## src/rtl/hdmi_pattern_sequencer_if.sv

```systemverilog
// Config request channel of the HDMI test-pattern sequencer.
// Carries valid/ready, the requested mode and the number of extra frames per ramp step.
interface hdmi_pattern_sequencer_if;
  logic       cfg_valid;
  logic       cfg_ready;
  logic [1:0] cfg_mode;
  logic [7:0] cfg_hold;

  modport master (output cfg_valid, output cfg_mode, output cfg_hold, input cfg_ready);
  modport slave  (input cfg_valid, input cfg_mode, input cfg_hold, output cfg_ready);
endinterface

```

## src/rtl/hdmi_pattern_sequencer.sv

```systemverilog
// Frame-synchronous test-pattern sequencer: detects VSYNC falls on the pixel clock and steps
// the per-frame overlay colour through off / ramp up / ramp down / solid modes.
module hdmi_pattern_sequencer #(
  parameter logic [7:0] RAMP_MAX   = 8'd255,
  parameter logic [7:0] IDLE_COLOR = 8'd10,
  parameter logic [1:0] DEF_MODE   = 2'd1
) (
  input  logic                           clk,
  input  logic                           reset_n,
  input  logic                           HDMI_TX_VS,
  hdmi_pattern_sequencer_if.slave        cfg,
  output logic [7:0]                     ppe_red,
  output logic [7:0]                     ppe_green,
  output logic [7:0]                     ppe_blue,
  output logic [11:0]                    frame_cnt,
  output logic                           busy
);

  typedef enum logic [1:0] {ST_OFF, ST_RAMP, ST_GAP, ST_SOLID} state_t;

  function automatic state_t mode_state(input logic [1:0] mode);
    case (mode)
      2'd0:    mode_state = ST_OFF;
      2'd3:    mode_state = ST_SOLID;
      default: mode_state = ST_RAMP;
    endcase
  endfunction

  function automatic logic [23:0] pixel(input state_t st, input logic dn, input logic [7:0] step);
    logic [7:0] lvl;
    lvl   = dn ? (RAMP_MAX - step) : step;
    pixel = {3{IDLE_COLOR}};
    case (st)
      ST_RAMP:  pixel = {lvl, lvl - 8'd1, lvl - 8'd1};
      ST_SOLID: pixel = {3{RAMP_MAX}};
      default:  ;
    endcase
  endfunction

  logic       vs_s1_q, vs_s2_q, vs_hist_q, vs_fall_q;
  logic [1:0] settle_q;

  state_t      state_q, state_d;
  logic        dn_q, dn_d;
  logic [7:0]  step_q, step_d;
  logic [7:0]  hold_cnt_q, hold_cnt_d;
  logic [7:0]  hold_q, hold_d;
  logic        pend_vld_q, pend_vld_d;
  logic [1:0]  pend_mode_q, pend_mode_d;
  logic [7:0]  pend_hold_q, pend_hold_d;
  logic [11:0] frame_cnt_q, frame_cnt_d;
  logic [7:0]  red_q, red_d, grn_q, grn_d, blu_q, blu_d;

  state_t     eff_state;
  logic       eff_dn;
  logic [7:0] eff_step, eff_hcnt, eff_hold;

  // The chain resets high; edges are only trusted once it has been refilled with real samples,
  // so a VSYNC already low at reset release never looks like a frame boundary.
  always_ff @(posedge clk or negedge reset_n) begin
    if (!reset_n) begin
      vs_s1_q   <= 1'b1;
      vs_s2_q   <= 1'b1;
      vs_hist_q <= 1'b1;
      settle_q  <= 2'd0;
      vs_fall_q <= 1'b0;
    end else begin
      vs_s1_q   <= HDMI_TX_VS;
      vs_s2_q   <= vs_s1_q;
      vs_hist_q <= vs_s2_q;
      if (settle_q != 2'd3) settle_q <= settle_q + 2'd1;
      vs_fall_q <= vs_hist_q & ~vs_s2_q & (settle_q == 2'd3);
    end
  end

  always_ff @(posedge clk or negedge reset_n) begin
    if (!reset_n) begin
      state_q     <= mode_state(DEF_MODE);
      dn_q        <= (DEF_MODE == 2'd2);
      step_q      <= 8'd0;
      hold_cnt_q  <= 8'd0;
      hold_q      <= 8'd0;
      pend_vld_q  <= 1'b0;
      pend_mode_q <= 2'd0;
      pend_hold_q <= 8'd0;
      frame_cnt_q <= 12'd0;
      red_q       <= IDLE_COLOR;
      grn_q       <= IDLE_COLOR;
      blu_q       <= IDLE_COLOR;
    end else begin
      state_q     <= state_d;
      dn_q        <= dn_d;
      step_q      <= step_d;
      hold_cnt_q  <= hold_cnt_d;
      hold_q      <= hold_d;
      pend_vld_q  <= pend_vld_d;
      pend_mode_q <= pend_mode_d;
      pend_hold_q <= pend_hold_d;
      frame_cnt_q <= frame_cnt_d;
      red_q       <= red_d;
      grn_q       <= grn_d;
      blu_q       <= blu_d;
    end
  end

  // The state registers hold the step that the next frame will show; a pending config
  // replaces it, the frame displays it, and the registers then advance past it.
  always_comb begin
    state_d     = state_q;
    dn_d        = dn_q;
    step_d      = step_q;
    hold_cnt_d  = hold_cnt_q;
    hold_d      = hold_q;
    pend_vld_d  = pend_vld_q;
    pend_mode_d = pend_mode_q;
    pend_hold_d = pend_hold_q;
    frame_cnt_d = frame_cnt_q;
    red_d       = red_q;
    grn_d       = grn_q;
    blu_d       = blu_q;

    eff_state = state_q;
    eff_dn    = dn_q;
    eff_step  = step_q;
    eff_hcnt  = hold_cnt_q;
    eff_hold  = hold_q;
    if (pend_vld_q) begin
      eff_state = mode_state(pend_mode_q);
      eff_dn    = (pend_mode_q == 2'd2);
      eff_step  = 8'd0;
      eff_hcnt  = 8'd0;
      eff_hold  = pend_hold_q;
    end

    if (cfg.cfg_valid && !pend_vld_q) begin
      pend_vld_d  = 1'b1;
      pend_mode_d = cfg.cfg_mode;
      pend_hold_d = cfg.cfg_hold;
    end

    if (vs_fall_q) begin
      frame_cnt_d           = frame_cnt_q + 12'd1;
      {red_d, grn_d, blu_d} = pixel(eff_state, eff_dn, eff_step);
      state_d               = eff_state;
      dn_d                  = eff_dn;
      step_d                = eff_step;
      hold_cnt_d            = eff_hcnt;
      hold_d                = eff_hold;
      if (pend_vld_q) pend_vld_d = 1'b0;
      case (eff_state)
        ST_RAMP: begin
          if (eff_hcnt < eff_hold) begin
            hold_cnt_d = eff_hcnt + 8'd1;
          end else begin
            hold_cnt_d = 8'd0;
            if (eff_step < RAMP_MAX) begin
              step_d = eff_step + 8'd1;
            end else begin
              state_d = ST_GAP;
              step_d  = 8'd0;
            end
          end
        end
        ST_GAP: begin
          state_d    = ST_RAMP;
          step_d     = 8'd0;
          hold_cnt_d = 8'd0;
        end
        default: ;
      endcase
    end
  end

  assign cfg.cfg_ready = ~pend_vld_q;
  assign ppe_red       = red_q;
  assign ppe_green     = grn_q;
  assign ppe_blue      = blu_q;
  assign frame_cnt     = frame_cnt_q;
  assign busy          = (state_q != ST_OFF);

endmodule
```

## src/flat_wrapper.sv

```systemverilog
// flat-port wrapper written by rule: the top's interface ports become plain ports
module hdmi_pattern_sequencer_flat 
#(
  parameter logic [7:0] RAMP_MAX   = 8'd255,
  parameter logic [7:0] IDLE_COLOR = 8'd10,
  parameter logic [1:0] DEF_MODE   = 2'd1
)
  (clk, reset_n, HDMI_TX_VS, ppe_red, ppe_green, ppe_blue, frame_cnt, busy, cfg_cfg_valid, cfg_cfg_mode, cfg_cfg_hold, cfg_cfg_ready);
  hdmi_pattern_sequencer_if cfg_i ();
  input  logic clk;
  input  logic reset_n;
  input  logic HDMI_TX_VS;
  output logic [7:0] ppe_red;
  output logic [7:0] ppe_green;
  output logic [7:0] ppe_blue;
  output logic [11:0] frame_cnt;
  output logic busy;
  input wire logic [$bits(cfg_i.cfg_valid)-1:0] cfg_cfg_valid;
  input wire logic [$bits(cfg_i.cfg_mode)-1:0] cfg_cfg_mode;
  input wire logic [$bits(cfg_i.cfg_hold)-1:0] cfg_cfg_hold;
  output wire logic [$bits(cfg_i.cfg_ready)-1:0] cfg_cfg_ready;
  assign cfg_i.cfg_valid = cfg_cfg_valid;
  assign cfg_i.cfg_mode = cfg_cfg_mode;
  assign cfg_i.cfg_hold = cfg_cfg_hold;
  assign cfg_cfg_ready = cfg_i.cfg_ready;
  hdmi_pattern_sequencer #(.RAMP_MAX(RAMP_MAX), .IDLE_COLOR(IDLE_COLOR), .DEF_MODE(DEF_MODE)) u_core (.clk(clk), .reset_n(reset_n), .HDMI_TX_VS(HDMI_TX_VS), .cfg(cfg_i), .ppe_red(ppe_red), .ppe_green(ppe_green), .ppe_blue(ppe_blue), .frame_cnt(frame_cnt), .busy(busy));
endmodule
```

## config.mk

```make
export PLATFORM = sky130hd
export DESIGN_NAME = hdmi_pattern_sequencer_flat
export DESIGN_NICKNAME = d
export VERILOG_FILES = /design/src/rtl/hdmi_pattern_sequencer_if.sv /design/src/rtl/hdmi_pattern_sequencer.sv /design/src/flat_wrapper.sv
export SDC_FILE = /design/constraint.sdc
export NUM_CORES = 1
export LEC_CHECK = 0
export CORE_ASPECT_RATIO = 0.9
export CORE_MARGIN = 2
export CORE_UTILIZATION = 33
export DETAILED_ROUTE_END_ITERATION = 12
export PLACE_DENSITY_LB_ADDON = 0.1
export SYNTH_ARGS = -nofsm -noshare
export SYNTH_HDL_FRONTEND = slang
export SYNTH_SLANG_ARGS = --single-unit
```

## constraint.sdc

```tcl
create_clock -name clk -period 7.3 [get_ports clk]
set_input_delay 1.46 -clock clk [delete_from_list [all_inputs] [get_ports clk]]
set_output_delay 1.46 -clock clk [all_outputs]
set_load 0.005 [all_outputs]
```

# After elaboration in Yosys (flattened, before gate mapping)
# Index checks and enable logic that the tools add are counted.
# op_classes
n_addsub	6
magnitude_cmp	2
n_eq_ne	7
muxes	19
n_bitwise	4
n_reduce_logical	4
# op_table
op	count
$mux 8	7
$pmux 24 s2	1
$pmux 8 s2	2
$add 8x1->8 const B	2
$add 12x1->12 const B	1
$eq 2x2->1 const B	5
$lt 8x8->1	1
$lt 8x8->1 const B	1
$pmux 2 s2	2
$sub 8x1->8 const B	1
$sub 8x8->8 const A	1
$mux 2	3
$mux 1	4
$add 2x1->2 const B	1
$and 1x1->1	2
$eq 2x1->1 const B	1
$logic_not 2->1	1
$ne 2x2->1 const B	1
$not 1->1	2
$reduce_bool 2->1	1
$logic_and 1x1->1	1
$logic_not 1->1	1
# word_totals
ff_bits	80
in_bits	14
elab_cells	59

# Depth between registers and ports, before layout
# depth
depth_word	6
ltp_mapped	13
depth_no_buf	10

# Least setup slack after synthesis
# Ideal clock, no wire load.
# synth_timing
path_kind	register to register
from	register u_core.pend_vld_q
to	register u_core.hold_cnt_q[4]
arrival_time_ns	3.091
slack_ns	4.139
path_stages_with_launch	13
path_cell_list	dfrtp_1 buf_6 clkbuf_1 buf_1 mux2i_1 ha_1 a211o_1 a21oi_1 o21ai_1 or2_4 buf_6 or4_1 nand3_1
# synth_between
elab_chain_cells	4
# synth_lines
element	line	text
from (decl)	hdmi_pattern_sequencer.sv:48	logic pend_vld_q, pend_vld_d;
from (signal assigned)	hdmi_pattern_sequencer.sv:96	pend_vld_q <= pend_vld_d;
$mux 8	hdmi_pattern_sequencer.sv:127	if (pend_vld_q) begin
$add 8x1->8 / $lt 8x8->1 (equally long branches)	hdmi_pattern_sequencer.sv:153, hdmi_pattern_sequencer.sv:152	
$mux 8	hdmi_pattern_sequencer.sv:152	if (eff_hcnt < eff_hold) begin
$pmux 8 s2 *	hdmi_pattern_sequencer.sv:150	case (eff_state)
to (signal assigned)	hdmi_pattern_sequencer.sv:94	hold_cnt_q <= hold_cnt_d;
to (decl)	hdmi_pattern_sequencer.sv:46	logic [7:0] hold_cnt_q, hold_cnt_d;
# Every way passes the cells marked *; elsewhere a longest branch is shown, timed or not.
# A chain may end at the register's enable or synchronous reset.

# Final worst setup path
# layout_timing
from	register u_core.pend_vld_q
to	output port cfg_cfg_ready
# layout_between
elab_chain_cells	1
# layout_lines
element	line	text
$not 1->1	hdmi_pattern_sequencer.sv:174	assign cfg.cfg_ready = ~pend_vld_q;
to (decl)	flat_wrapper.sv:21	output wire logic [$bits(cfg_i.cfg_ready)-1:0] cfg_cfg_ready;
# Every way passes these cells.

==> flow_summary_export.csv <==
group,metric,value,unit
status,status,"completed",
yosys,synthMuxAreaShare,0.06864,
clocking,path_clk_slew,60,ps
critical_path,r2r_slack,3960,ps
yosys,syn_avg_cell_area,9.557,µm²
drt,dr_total_vias,3047,
sta,clock_skew,6.121,ps
sta,setup_viol,0,
sta,hold_viol_final,0,
power,p_leak,2.007,nW
yosys,synth_top_family_by_area,"simple AND/OR/NAND/NOR gates",
sta,max_slew_margin,0.3830,
yosys,synthSimpleGateAreaFrac,0.1824,
cells_and_area,mostFrequentLayoutCells,"dfrtp_1, clkdlybuf4s50_1, nor2_1",
placed_design,place_ws,3897,ps
yosys,synth_compound_area_frac,0.1252,
drt,route.detailed.drc,0,
critical_path,worstPathMaxFanout,22,
grt,grt_pass1_vias,2921,
grt,grt_usage,0.1486,
clocking,cts_root_buf,"clkbuf_16",
power,total_power,1.440,mW
yosys,synth_area,3938,µm²
cells_and_area,synthToLayoutAreaGrowth,22.21,%
sta,layout_min_cycle_time,3634,ps
grt,grt_use_met2,0.2299,
floorplan,boundaryPins,52,
placed_design,gp_congestion,0.8506,
yosys,yosysWarningCount,0,
grt,gr-total-overflow,0,
critical_path,arrival,2170,ps
yosys,synth_edf_count,0,
hold_path,hold_end,"u_core.vs_s2_q",
floorplan,die_area,12820,µm²
drt,drtIter0Drc,146,
critical_path,timing.rr.end,"u_core.hold_cnt_q[3]",
placed_design,io_buffers,51,
critical_path,critPathKind,"register to output pin",
sta,worst_pin_slew,925.5,ps
clocking,cts_buffers,9,
clocking,cts_resized,0,
yosys,syn_nets,439,
cells_and_area,drive_gt1_frac,0.1170,
sta,rsz0062_at_grt,"false",
cells_and_area,final_common_cell,"dfrtp_1",
hold_path,hp-start,"u_core.vs_s1_q",
grt,grt_util_met3,0.03708,
sta,fin_ws,3666,ps
yosys,synth-async-reset-ratio,1.000,
floorplan,die_w,119.1,µm
floorplan,coreArea,11530,µm²
sta,max_freq,275.2,MHz
yosys,synth_seq_cells,72,
placed_design,place_hpwl,6179,µm
clocking,ctsHoldBuffers,0,
power,power_density,299.1,nW/µm²
yosys,synth_xor_area_frac,0.06451,
clocking,cts_tree,"yes",
clocking,cts_setup_buffers,0,
cells_and_area,fin_util,0.4175,
cells_and_area,n_fill_cell,1155,
hold_path,holdCritPathClass,"register to register",
grt,grt_util_met1,0.2015,
drt,wl_per_cell,14.61,µm
clocking,h-tree-depth,3,
grt,grt_max_degree,73,
clocking,cts_buffer_depth,2,
job,maxCapViolCount,0,
sta,tns,0,ps
critical_path,r2r_cells,9,
cells_and_area,fin_nets,475,
sta,slew_viol_final,0,
hold_path,hold_path_depth,0,
critical_path,crit_required,5840,ps
sta,fin_crit_sh,0.4979,
yosys,ys.flop_type,"dfrtp_1",
critical_path,cp-end-kind,"output pin",
power,ir_drop,0.0001167,V
clocking,clkSinkCount,72,
floorplan,rows,37,
yosys,yosysSeqAreaShare,0.4601,
drt,dr.pass1.iters,4,
critical_path,crit-reg2reg-launch,"u_core.pend_vld_q",
cells_and_area,antenna_cells,0,
yosys,syn_inst,412,
grt,grt_pass1_wl,15010,µm
clocking,insertion_delay,340,ps
critical_path,start_kind,"register",
yosys,synthAdderAreaFrac,0.04385,
floorplan,initial_core_util,0.3416,
grt,antenna_found_initial,0,
grt,grt-busiest-layer,"met2",
floorplan,die_h,107.6,µm
drt,ant_nets,0,
yosys,synth.distinct_cells,51,
drt,routed_wl,8897,µm
drt,viasPerCell,5.003,
==> final cells by class <==
class | count | area (µm²) | area share
multi-input cells | 294 | 1908 | 0.3965
flip-flops and latches | 72 | 1813 | 0.3768
repair buffers | 56 | 543.0 | 0.1128
clock buffers | 10 | 229.0 | 0.04758
well taps | 156 | 195.2 | 0.04056
clock inverters | 6 | 67.56 | 0.01404
inverters | 15 | 56.30 | 0.01170
==> metrics by stage <==
step / hold slack [ps] / cells / area (µm²)
2_1_floorplan: 345.2 / 412 / 3938
4_1_cts: 364.3 / 609 / 4812
3_5_place_dp: 349.5 / 593 / 4516
3_3_place_gp: 345.7 / 593 / 4516
6_report: 362.5 / 609 / 4812
5_1_grt: 373.8 / 609 / 4812
==> routing by layer <==
layer | part of all wire | vias up
met5 | 0 | -
met1 | 0.48 | 1450
li1 | - | 1512
met4 | 0.020 | 0
met3 | 0.038 | 18
met2 | 0.46 | 67
==> kinds of logic after synthesis <==
family | count (synthesis)
AND/OR/NAND/NOR | 147
AO/OA/AOI/OAI | 79
flip-flops | 72
buffers and inverters | 46
XOR/XNOR | 29
multiplexers | 25
adder cells (fa/ha/maj) | 14
==> registers in the layout, indices dropped and copies added (netlist names), 8 cells and up <==
name                cells
u_core.hold_q           8
u_core.hold_cnt_q       8
u_core.ppe_red          8
u_core.frame_cnt       12
u_core.pend_hold_q      8
u_core.ppe_blue         8
u_core.step_q           8
==> power breakdown <==
part	internal (mW)	switching (mW)	leakage (nW)
Clock	0.266	0.175	0.139
Sequential	0.490	0.0756	0.869
Combinational	0.234	0.199	0.999
Total	0.990	0.450	2.01
==> worst max-delay path, stage by stage, from the launching register on <==
cell and delay, ps:
dfrtp_1 570, buf_4 320, inv_1 360, clkdlybuf4s50_1 590
==> worst max path at each step <==
stage                            startpoint                    to  slack, ps  depth (start not counted)
after floorplan           u_core.pend_vld_q  u_core.hold_cnt_q[4]       4140                         12
after global placement    u_core.pend_vld_q  u_core.hold_cnt_q[3]       4020                          9
after detailed placement  u_core.pend_vld_q  u_core.hold_cnt_q[4]       3900                          9
after CTS                 u_core.pend_vld_q         cfg_cfg_ready       3630                          3
after global routing      u_core.pend_vld_q         cfg_cfg_ready       3530                          3
final                     u_core.pend_vld_q         cfg_cfg_ready       3670                          3
==> synthesized netlist by cell type (4+ instances only) <==
| cell type | n | area, µm² |
|---|---|---|
| a21oi_1 | 37 | 185.2 |
| a22oi_1 | 4 | 30.03 |
| a31oi_1 | 5 | 31.28 |
| buf_4 | 8 | 60.06 |
| clkbuf_1 | 18 | 67.56 |
| dfrtp_1 | 64 | 1602 |
| dfstp_2 | 8 | 210.2 |
| ha_1 | 13 | 162.7 |
| inv_1 | 15 | 56.30 |
| mux2_2 | 16 | 180.2 |
| mux2i_1 | 9 | 90.09 |
| nand2_1 | 36 | 135.1 |
| nand3_1 | 17 | 85.08 |
| nand4_1 | 7 | 43.79 |
| nor2_1 | 43 | 161.4 |
| nor2b_1 | 10 | 62.56 |
| nor3_1 | 9 | 45.04 |
| nor4_1 | 4 | 25.02 |
| o21ai_0 | 12 | 60.06 |
| or4_1 | 5 | 37.54 |
| xnor2_1 | 25 | 219.0 |
| xor2_1 | 4 | 35.03 |
Power figures use the tool's default switching activity.
